### config.mk
export PLATFORM = sky130hd
export DESIGN_NAME = pc_seq
export DESIGN_NICKNAME = d
export VERILOG_FILES = /design/src/rtl/pc_pkg.sv /design/src/rtl/pc_ras.sv /design/src/rtl/pc_seq.sv
export SDC_FILE = /design/constraint.sdc
export NUM_CORES = 1
export LEC_CHECK = 0
export BUFFER_PORTS_ARGS = -buffer_cell sky130_fd_sc_hd__buf_2
export CAP_MARGIN = 20
export CORE_MARGIN = 3
export CORE_UTILIZATION = 46
export CTS_CLUSTER_SIZE = 12
export DETAILED_ROUTE_END_ITERATION = 8
export PLACE_DENSITY = 0.76
export SYNTH_ARGS = -nofsm -noshare
export SYNTH_HDL_FRONTEND = slang
export SYNTH_SLANG_ARGS = --single-unit
### constraint.sdc
create_clock -name clk -period 2.86 [get_ports clk]
set_clock_uncertainty 0.2 [all_clocks]
set_input_delay 0.572 -clock clk [delete_from_list [all_inputs] [get_ports clk]]
set_output_delay 0.572 -clock clk [all_outputs]
set_load 0.005 [all_outputs]
### src/rtl/pc_pkg.sv
// pc_pkg: shared definitions for the program-counter unit.
//   - state_t   : RUN/HALT state encoding
//   - SEL_*     : next-PC select codes
//   - clog2     : ceiling log2 (minimum 1) used for return-stack pointer widths
package pc_pkg;

  typedef enum logic {
    ST_RUN  = 1'b0,
    ST_HALT = 1'b1
  } state_t;

  localparam logic [2:0] SEL_HOLD = 3'd0;
  localparam logic [2:0] SEL_SEQ  = 3'd1;
  localparam logic [2:0] SEL_BR   = 3'd2;
  localparam logic [2:0] SEL_JMP  = 3'd3;
  localparam logic [2:0] SEL_RET  = 3'd4;

  // Ceiling log2, never below 1 so a 1-entry stack still gets a real pointer.
  function automatic int unsigned clog2(input int unsigned value);
    int unsigned res;
    res = 0;
    for (int i = 0; i < 32; i++) begin
      if ((64'd1 << res) < 64'(value)) res = res + 1;
    end
    return (res < 1) ? 1 : res;
  endfunction

endpackage

### src/rtl/pc_ras.sv
// pc_ras: circular return-address stack.
//   clk, reset    : clock, asynchronous active-high reset (stack empty)
//   i_push        : push i_push_data; when full the oldest entry is overwritten
//   i_pop         : pop the top entry (push wins if both are asserted)
//   o_top_data    : current top-of-stack value (valid when !o_empty)
//   o_empty/o_full: occupancy flags
//   o_err         : registered one-cycle pulse on overflow or underflow
module pc_ras
  import pc_pkg::*;
#(
  parameter int unsigned LENGTH = 11,
  parameter int unsigned DEPTH  = 4
) (
  input  logic              clk,
  input  logic              reset,
  input  logic              i_push,
  input  logic              i_pop,
  input  logic [LENGTH-1:0] i_push_data,
  output logic [LENGTH-1:0] o_top_data,
  output logic              o_empty,
  output logic              o_full,
  output logic              o_err
);

  localparam int unsigned PTR_W = clog2(DEPTH);
  localparam int unsigned CNT_W = clog2(DEPTH + 1);
  localparam logic [PTR_W-1:0] LAST_IDX = PTR_W'(DEPTH - 1);
  localparam logic [CNT_W-1:0] FULL_CNT = CNT_W'(DEPTH);

  logic [LENGTH-1:0] r_mem [DEPTH];
  logic [PTR_W-1:0]  r_wr_ptr;  // next free slot; equals oldest entry when full
  logic [CNT_W-1:0]  r_count;
  logic              r_err;

  logic [PTR_W-1:0]  w_rd_ptr;
  logic [PTR_W-1:0]  w_wr_ptr_inc;
  logic              w_do_pop;

  assign w_rd_ptr     = (r_wr_ptr == '0) ? LAST_IDX : r_wr_ptr - 1'b1;
  assign w_wr_ptr_inc = (r_wr_ptr == LAST_IDX) ? '0 : r_wr_ptr + 1'b1;
  assign o_empty      = (r_count == '0);
  assign o_full       = (r_count == FULL_CNT);
  assign o_top_data   = r_mem[w_rd_ptr];
  assign o_err        = r_err;
  assign w_do_pop     = i_pop && !i_push;

  always_ff @(posedge clk or posedge reset) begin
    if (reset) begin
      r_wr_ptr <= '0;
      r_count  <= '0;
      r_err    <= 1'b0;
    end else begin
      r_err <= 1'b0;
      if (i_push) begin
        r_wr_ptr <= w_wr_ptr_inc;
        if (o_full) r_err   <= 1'b1;
        else        r_count <= r_count + 1'b1;
      end else if (w_do_pop) begin
        if (o_empty) begin
          r_err <= 1'b1;
        end else begin
          r_wr_ptr <= w_rd_ptr;
          r_count  <= r_count - 1'b1;
        end
      end
    end
  end

  // Storage needs no reset: occupancy is tracked by r_count.
  always_ff @(posedge clk) begin
    if (i_push) r_mem[r_wr_ptr] <= i_push_data;
  end

endmodule

### src/rtl/pc_seq.sv
// pc_seq: program-counter unit with next-PC selection and a RUN/HALT machine.
//   clk, reset          : clock, asynchronous active-high reset
//   enable              : 0 stalls the unit (nothing changes)
//   branch_valid/target : taken-branch redirect
//   jump_valid/target   : jump redirect (beats branch)
//   halt / resume       : enter HALT / leave HALT with a sequential advance
//   program_count       : registered PC
//   pc_plus_step        : program_count + STEP (combinational, wraps)
//   halted              : registered, 1 while in HALT
//   update_count        : saturating count of PC writes since reset
// Optional macro PC_RAS_EN adds call_valid, ret_valid, ras_err and a
// RAS_DEPTH-entry return-address stack (pc_ras).
module pc_seq
  import pc_pkg::*;
#(
  parameter int unsigned LENGTH     = 11,
  parameter int unsigned STEP       = 1,
  parameter int unsigned RESET_ADDR = 0,
  parameter int unsigned CNT_W      = 32,
  parameter int unsigned RAS_DEPTH  = 4
) (
  input  logic              clk,
  input  logic              reset,
  input  logic              enable,
  input  logic              branch_valid,
  input  logic [LENGTH-1:0] branch_target,
  input  logic              jump_valid,
  input  logic [LENGTH-1:0] jump_target,
  input  logic              halt,
  input  logic              resume,
`ifdef PC_RAS_EN
  input  logic              call_valid,
  input  logic              ret_valid,
  output logic              ras_err,
`endif
  output logic [LENGTH-1:0] program_count,
  output logic [LENGTH-1:0] pc_plus_step,
  output logic              halted,
  output logic [CNT_W-1:0]  update_count
);

  localparam logic [LENGTH-1:0] STEP_L  = LENGTH'(STEP);
  localparam logic [LENGTH-1:0] RESET_L = LENGTH'(RESET_ADDR);

  state_t            r_state;
  logic [LENGTH-1:0] r_pc;
  logic              r_halted;
  logic [CNT_W-1:0]  r_cnt;

  logic [LENGTH-1:0] w_pc_plus;
  logic [CNT_W-1:0]  w_cnt_inc;
  logic [2:0]        w_sel;
  logic [LENGTH-1:0] w_next;
  logic              w_call;
  logic              w_ret;
  logic              w_ras_empty;
  logic [LENGTH-1:0] w_ras_top;

  assign w_pc_plus = r_pc + STEP_L;  // modulo 2^LENGTH by truncation
  assign w_cnt_inc = (r_cnt == '1) ? r_cnt : r_cnt + 1'b1;

`ifdef PC_RAS_EN
  logic w_push;
  logic w_pop;

  assign w_call = call_valid;
  assign w_ret  = ret_valid;
  // Only act on the stack when the redirect actually wins this edge.
  assign w_push = (w_sel == SEL_JMP) && w_call;
  assign w_pop  = (w_sel == SEL_RET);

  pc_ras #(
    .LENGTH (LENGTH),
    .DEPTH  (RAS_DEPTH)
  ) u_ras (
    .clk         (clk),
    .reset       (reset),
    .i_push      (w_push),
    .i_pop       (w_pop),
    .i_push_data (w_pc_plus),
    .o_top_data  (w_ras_top),
    .o_empty     (w_ras_empty),
    .o_full      (),
    .o_err       (ras_err)
  );
`else
  assign w_call      = 1'b0;
  assign w_ret       = 1'b0;
  assign w_ras_empty = 1'b1;
  assign w_ras_top   = '0;
`endif

  always_comb begin
    w_sel = SEL_HOLD;
    if (enable && (r_state == ST_RUN) && !halt) begin
      if (jump_valid || w_call) w_sel = SEL_JMP;
      else if (w_ret)           w_sel = SEL_RET;
      else if (branch_valid)    w_sel = SEL_BR;
      else                      w_sel = SEL_SEQ;
    end
  end

  always_comb begin
    w_next = r_pc;
    case (w_sel)
      SEL_JMP: w_next = jump_target;
      SEL_RET: w_next = w_ras_empty ? w_pc_plus : w_ras_top;  // underflow falls through
      SEL_BR:  w_next = branch_target;
      SEL_SEQ: w_next = w_pc_plus;
      default: w_next = r_pc;
    endcase
  end

  always_ff @(posedge clk or posedge reset) begin
    if (reset) begin
      r_state  <= ST_RUN;
      r_pc     <= RESET_L;
      r_halted <= 1'b0;
      r_cnt    <= '0;
    end else if (enable) begin
      case (r_state)
        ST_RUN: begin
          if (halt) begin
            r_state  <= ST_HALT;
            r_halted <= 1'b1;
          end else begin
            r_pc  <= w_next;
            r_cnt <= w_cnt_inc;
          end
        end
        ST_HALT: begin
          if (resume) begin
            r_state  <= ST_RUN;
            r_halted <= 1'b0;
            r_pc     <= w_pc_plus;
            r_cnt    <= w_cnt_inc;
          end
        end
      endcase
    end
  end

  assign program_count = r_pc;
  assign pc_plus_step  = w_pc_plus;
  assign halted        = r_halted;
  assign update_count  = r_cnt;

endmodule

==> impl_results.md <==
- Global-route wire length before repair: 10,300 um
- Clock Tree Root: clkbuf_8
- GR Overflow Total: 0
- Area contributors post-synth: dfrtp_1, xnor2_1, xor2_1, nand2_1, nor2_1
- Async SR Flop Fraction: 100%
- Yosys warning count: 0
- Number of synthesized flops with an enable pin: 0
- Gate count after technology mapping: between 200 and 300
- Avg Inst Size Synth: between 9 and 10 um^2
- Die Area: 0.00675 mm^2
- TritonRoute pass-1 iters: 4
- Post-Syn Area: 0.00267 mm^2
- DR WL/cell: around 15 um
- CP startpoint kind: register
- Filler cells: between 500 and 600
- CTS tree: built
- Sequential Area: 0.00113 mm^2
- Core Area: about 0.0056 mm^2
- Number of I/O port buffers: just over 80
- Max-capacitance violation count: 0
- Critical path required time: ~2900 ps
- Main flop type after synthesis: dfrtp_1
- Final WL: 6650 um
- Max-slew violation count: 0
- RD Place Congestion: around 0.85
- Setup CP Type: reg2reg
- Largest net degree at the start of global routing: 33
- FF+latch count, synth: 45
- Total CTS buffers: 5
- DP Wirelength: around 5000 um
- DRC errors left: 0
- Relative slew margins: between 60 and 70%
- Synth-to-Final Area Change: 26.3%
- GRT met1 Usage: between 20% and 30%
- Worst Path Max Fanout: 10
- Worst-margin pin slew: between 500 and 600 ps
- Area share of the largest cell type after synthesis: a little over two fifths
- I/O Pins: 84
- Most crowded layer after global routing: met2
- Largest area contributor in the netlist: dfrtp_1
- GRT Total Usage: 19.9%
- Num rows: 27
- Netlist cell types: 53
- Period minus WS final: between 2000 and 3000 ps
- Critical Path End Type: register
- Fmax: 366 MHz
- Routed Antenna Nets: 0
- Starting Density: 47.8%
- VDD IR max: between 0.0003 and 0.0004 V
- Vias per cell: between 5 and 6
- Initial antenna violation count: 0
- Die width: approximately 82 um
- Status: finished clean
- Max H-tree Level: 2
- Clk sink count: 45
- Clock transition at the registers of the reported paths: 80 ps
- TNS Setup: 0 ps
- Reg2reg setup slack: approximately 130 ps
- Reg-to-Reg End: program_count[7]
- Inserted Diodes: 0
- Die outline height: just over 80 um
- Grt met3 use: under 10%
- Final Hold Viols: 0
- Pwr per Cell Area: roughly 620 mW/mm^2
- Leak pwr: between 1.5 and 2 nW
- Endpoints failing setup: 0
- Hold Crit Class: in2async
- Multi-input logic area: around 0.0015 mm^2
- Worst EP arrival: roughly 2700 ps
- Proportion of layout cells with a drive suffix above 1: about a third
- Mapped Nets: 309
- Critical register-to-register path startpoint: r_state
- Tcrit/Tclk final: between 90% and 100%
- Unrepaired setup endpoints after global routing: false
- Via count of the routed design: 2,456
- Worst skew pair latency: 310 ps
- Starting DRT DRC Count: 109
- Vias in the first global route: around 2,200
- Fin cells: about 440
- Met2 Usage GRT: 30.6%
- Worst r2r path cells: 8
- Placed Cells: 432
- Clock Path Buffers: 2
- Final net count: between 400 and 500
- Post-synthesis sequential area ratio: about 42%
-- cell type report --
type | count | area share (%)
multi-input cells | 212 | 44.3
flip-flops and latches | 45 | 33.5
repair buffers | 95 | 15.0
well taps | 72 | 2.68
clock buffers | 6 | 2.45
clock inverters | 2 | 1.11
inverters | 9 | 1.00
-- flip-flops by register name (all words and copies together) (netlist names) --
signal	count
r_state	1
update_count	32
program_count	11
halted	1
-- worst max path at each step --
stage,from,to,slack [ps]
final,r_state,program_count[7],130
after global routing,r_state,program_count[7],20
after CTS,program_count[0],pc_plus_step[10],20
after detailed placement,halt,program_count[7],-140
after global placement,halt,program_count[7],-20
after floorplan,enable,program_count[8],20
-- critical path: stages, from the launching register on --
cell      delay [ps]
dfrtp_1          380
nor3b_1          290
o21ai_0          190
ha_1             240
or4_1            570
o211ai_4         190
buf_4            240
nor3_1            70
a221o_1          260
-- power by group --
| group | internal, W | switching (W) | total (W) |
|---|---|---|---|
| clock | 0.000284 | 0.000222 | 0.000507 |
| combinational | 0.000339 | 0.000299 | 0.000637 |
| sequential | 0.000748 | 0.000179 | 0.000928 |
-- per-layer routing --
layer / vias to the layer above / share of wire (%)
met3: 10 / 4.3
met2: 60 / 50
met4: 0 / 1.5
met5: - / 0
li1: 1189 / -
met1: 1197 / 44
-- cell usage in the layout (no fill, tap or decap), types with 4 or more instances in the layout --
| master | synthesis | final |
|---|---|---|
| nor2_1 | 22 | 22 |
| xor2_1 | 13 | 13 |
| nor3_1 | 7 | 7 |
| nand4_1 | 12 | 12 |
| buf_2 | 1 | 83 |
| inv_1 | 9 | 8 |
| a221o_1 | 4 | 4 |
| clkbuf_8 | 0 | 6 |
| dfrtp_1 | 45 | 44 |
| a22oi_1 | 9 | 9 |
| buf_4 | 1 | 12 |
| ha_1 | 5 | 4 |
| nand2_1 | 22 | 22 |
| and2_1 | 5 | 5 |
| a21oi_1 | 11 | 11 |
| nand3_1 | 11 | 11 |
| and3_1 | 7 | 6 |
| xnor2_1 | 23 | 23 |
| o21ai_0 | 9 | 9 |
-- logic make-up (layout without fill, tap and decap cells) --
| family | Yosys count | in the layout | share of synthesized area (%) |
|---|---|---|---|
| AO/OA/AOI/OAI | 54 | 54 | 14.3 |
| XOR/XNOR | 36 | 36 | 11.8 |
| adder cells (fa/ha/maj) | 5 | 5 | 2.35 |
| buffers and inverters | 18 | 112 | 3.00 |
| flip-flops | 45 | 45 | 42.2 |
| multiplexers | 2 | 2 | 0.798 |
| AND/OR/NAND/NOR | 115 | 115 | 25.5 |
-- cells in the mapped netlist (2+ instances only) --
master / number
and4_1: 2
dfrtp_1: 45
nand2_1: 22
xnor2_1: 23
nor2_1: 22
nand4_1: 12
nand2b_1: 3
o21a_1: 3
ha_1: 5
or4_1: 2
inv_1: 9
nand3_2: 2
nand3_1: 11
a21oi_1: 11
a22oi_1: 9
nor2b_1: 3
and3_1: 7
o2111ai_1: 2
o21ai_0: 9
and2_1: 5
o32a_1: 2
xor2_1: 13
a22o_1: 3
nor4b_2: 2
clkbuf_1: 6
nor3_1: 7
a221o_1: 4
or2_2: 2
nand4_2: 3
o22ai_1: 3
-- metrics by stage --
stage	hold slack [ps]	power, W	setup slack, ps	cell area [um^2]	util [%]
floorplan	277	0.00123	23.9	2670	-
CTS	37.6	0.00205	23.5	3330	59.8
global route	56.2	0.00222	15.5	3370	60.4
global placement	269	0.00152	-15.8	3210	57.6
detailed placement	278	0.00153	-140	3210	57.6
finish	30.2	0.00207	127	3370	60.4
-- repair_timing --
item                       CTS  global route
setup endpoints to repair    1             2
gates resized for setup      2             4
hold buffers                 0             0
buffers inserted             0             1
Power figures use the tool's default switching activity.
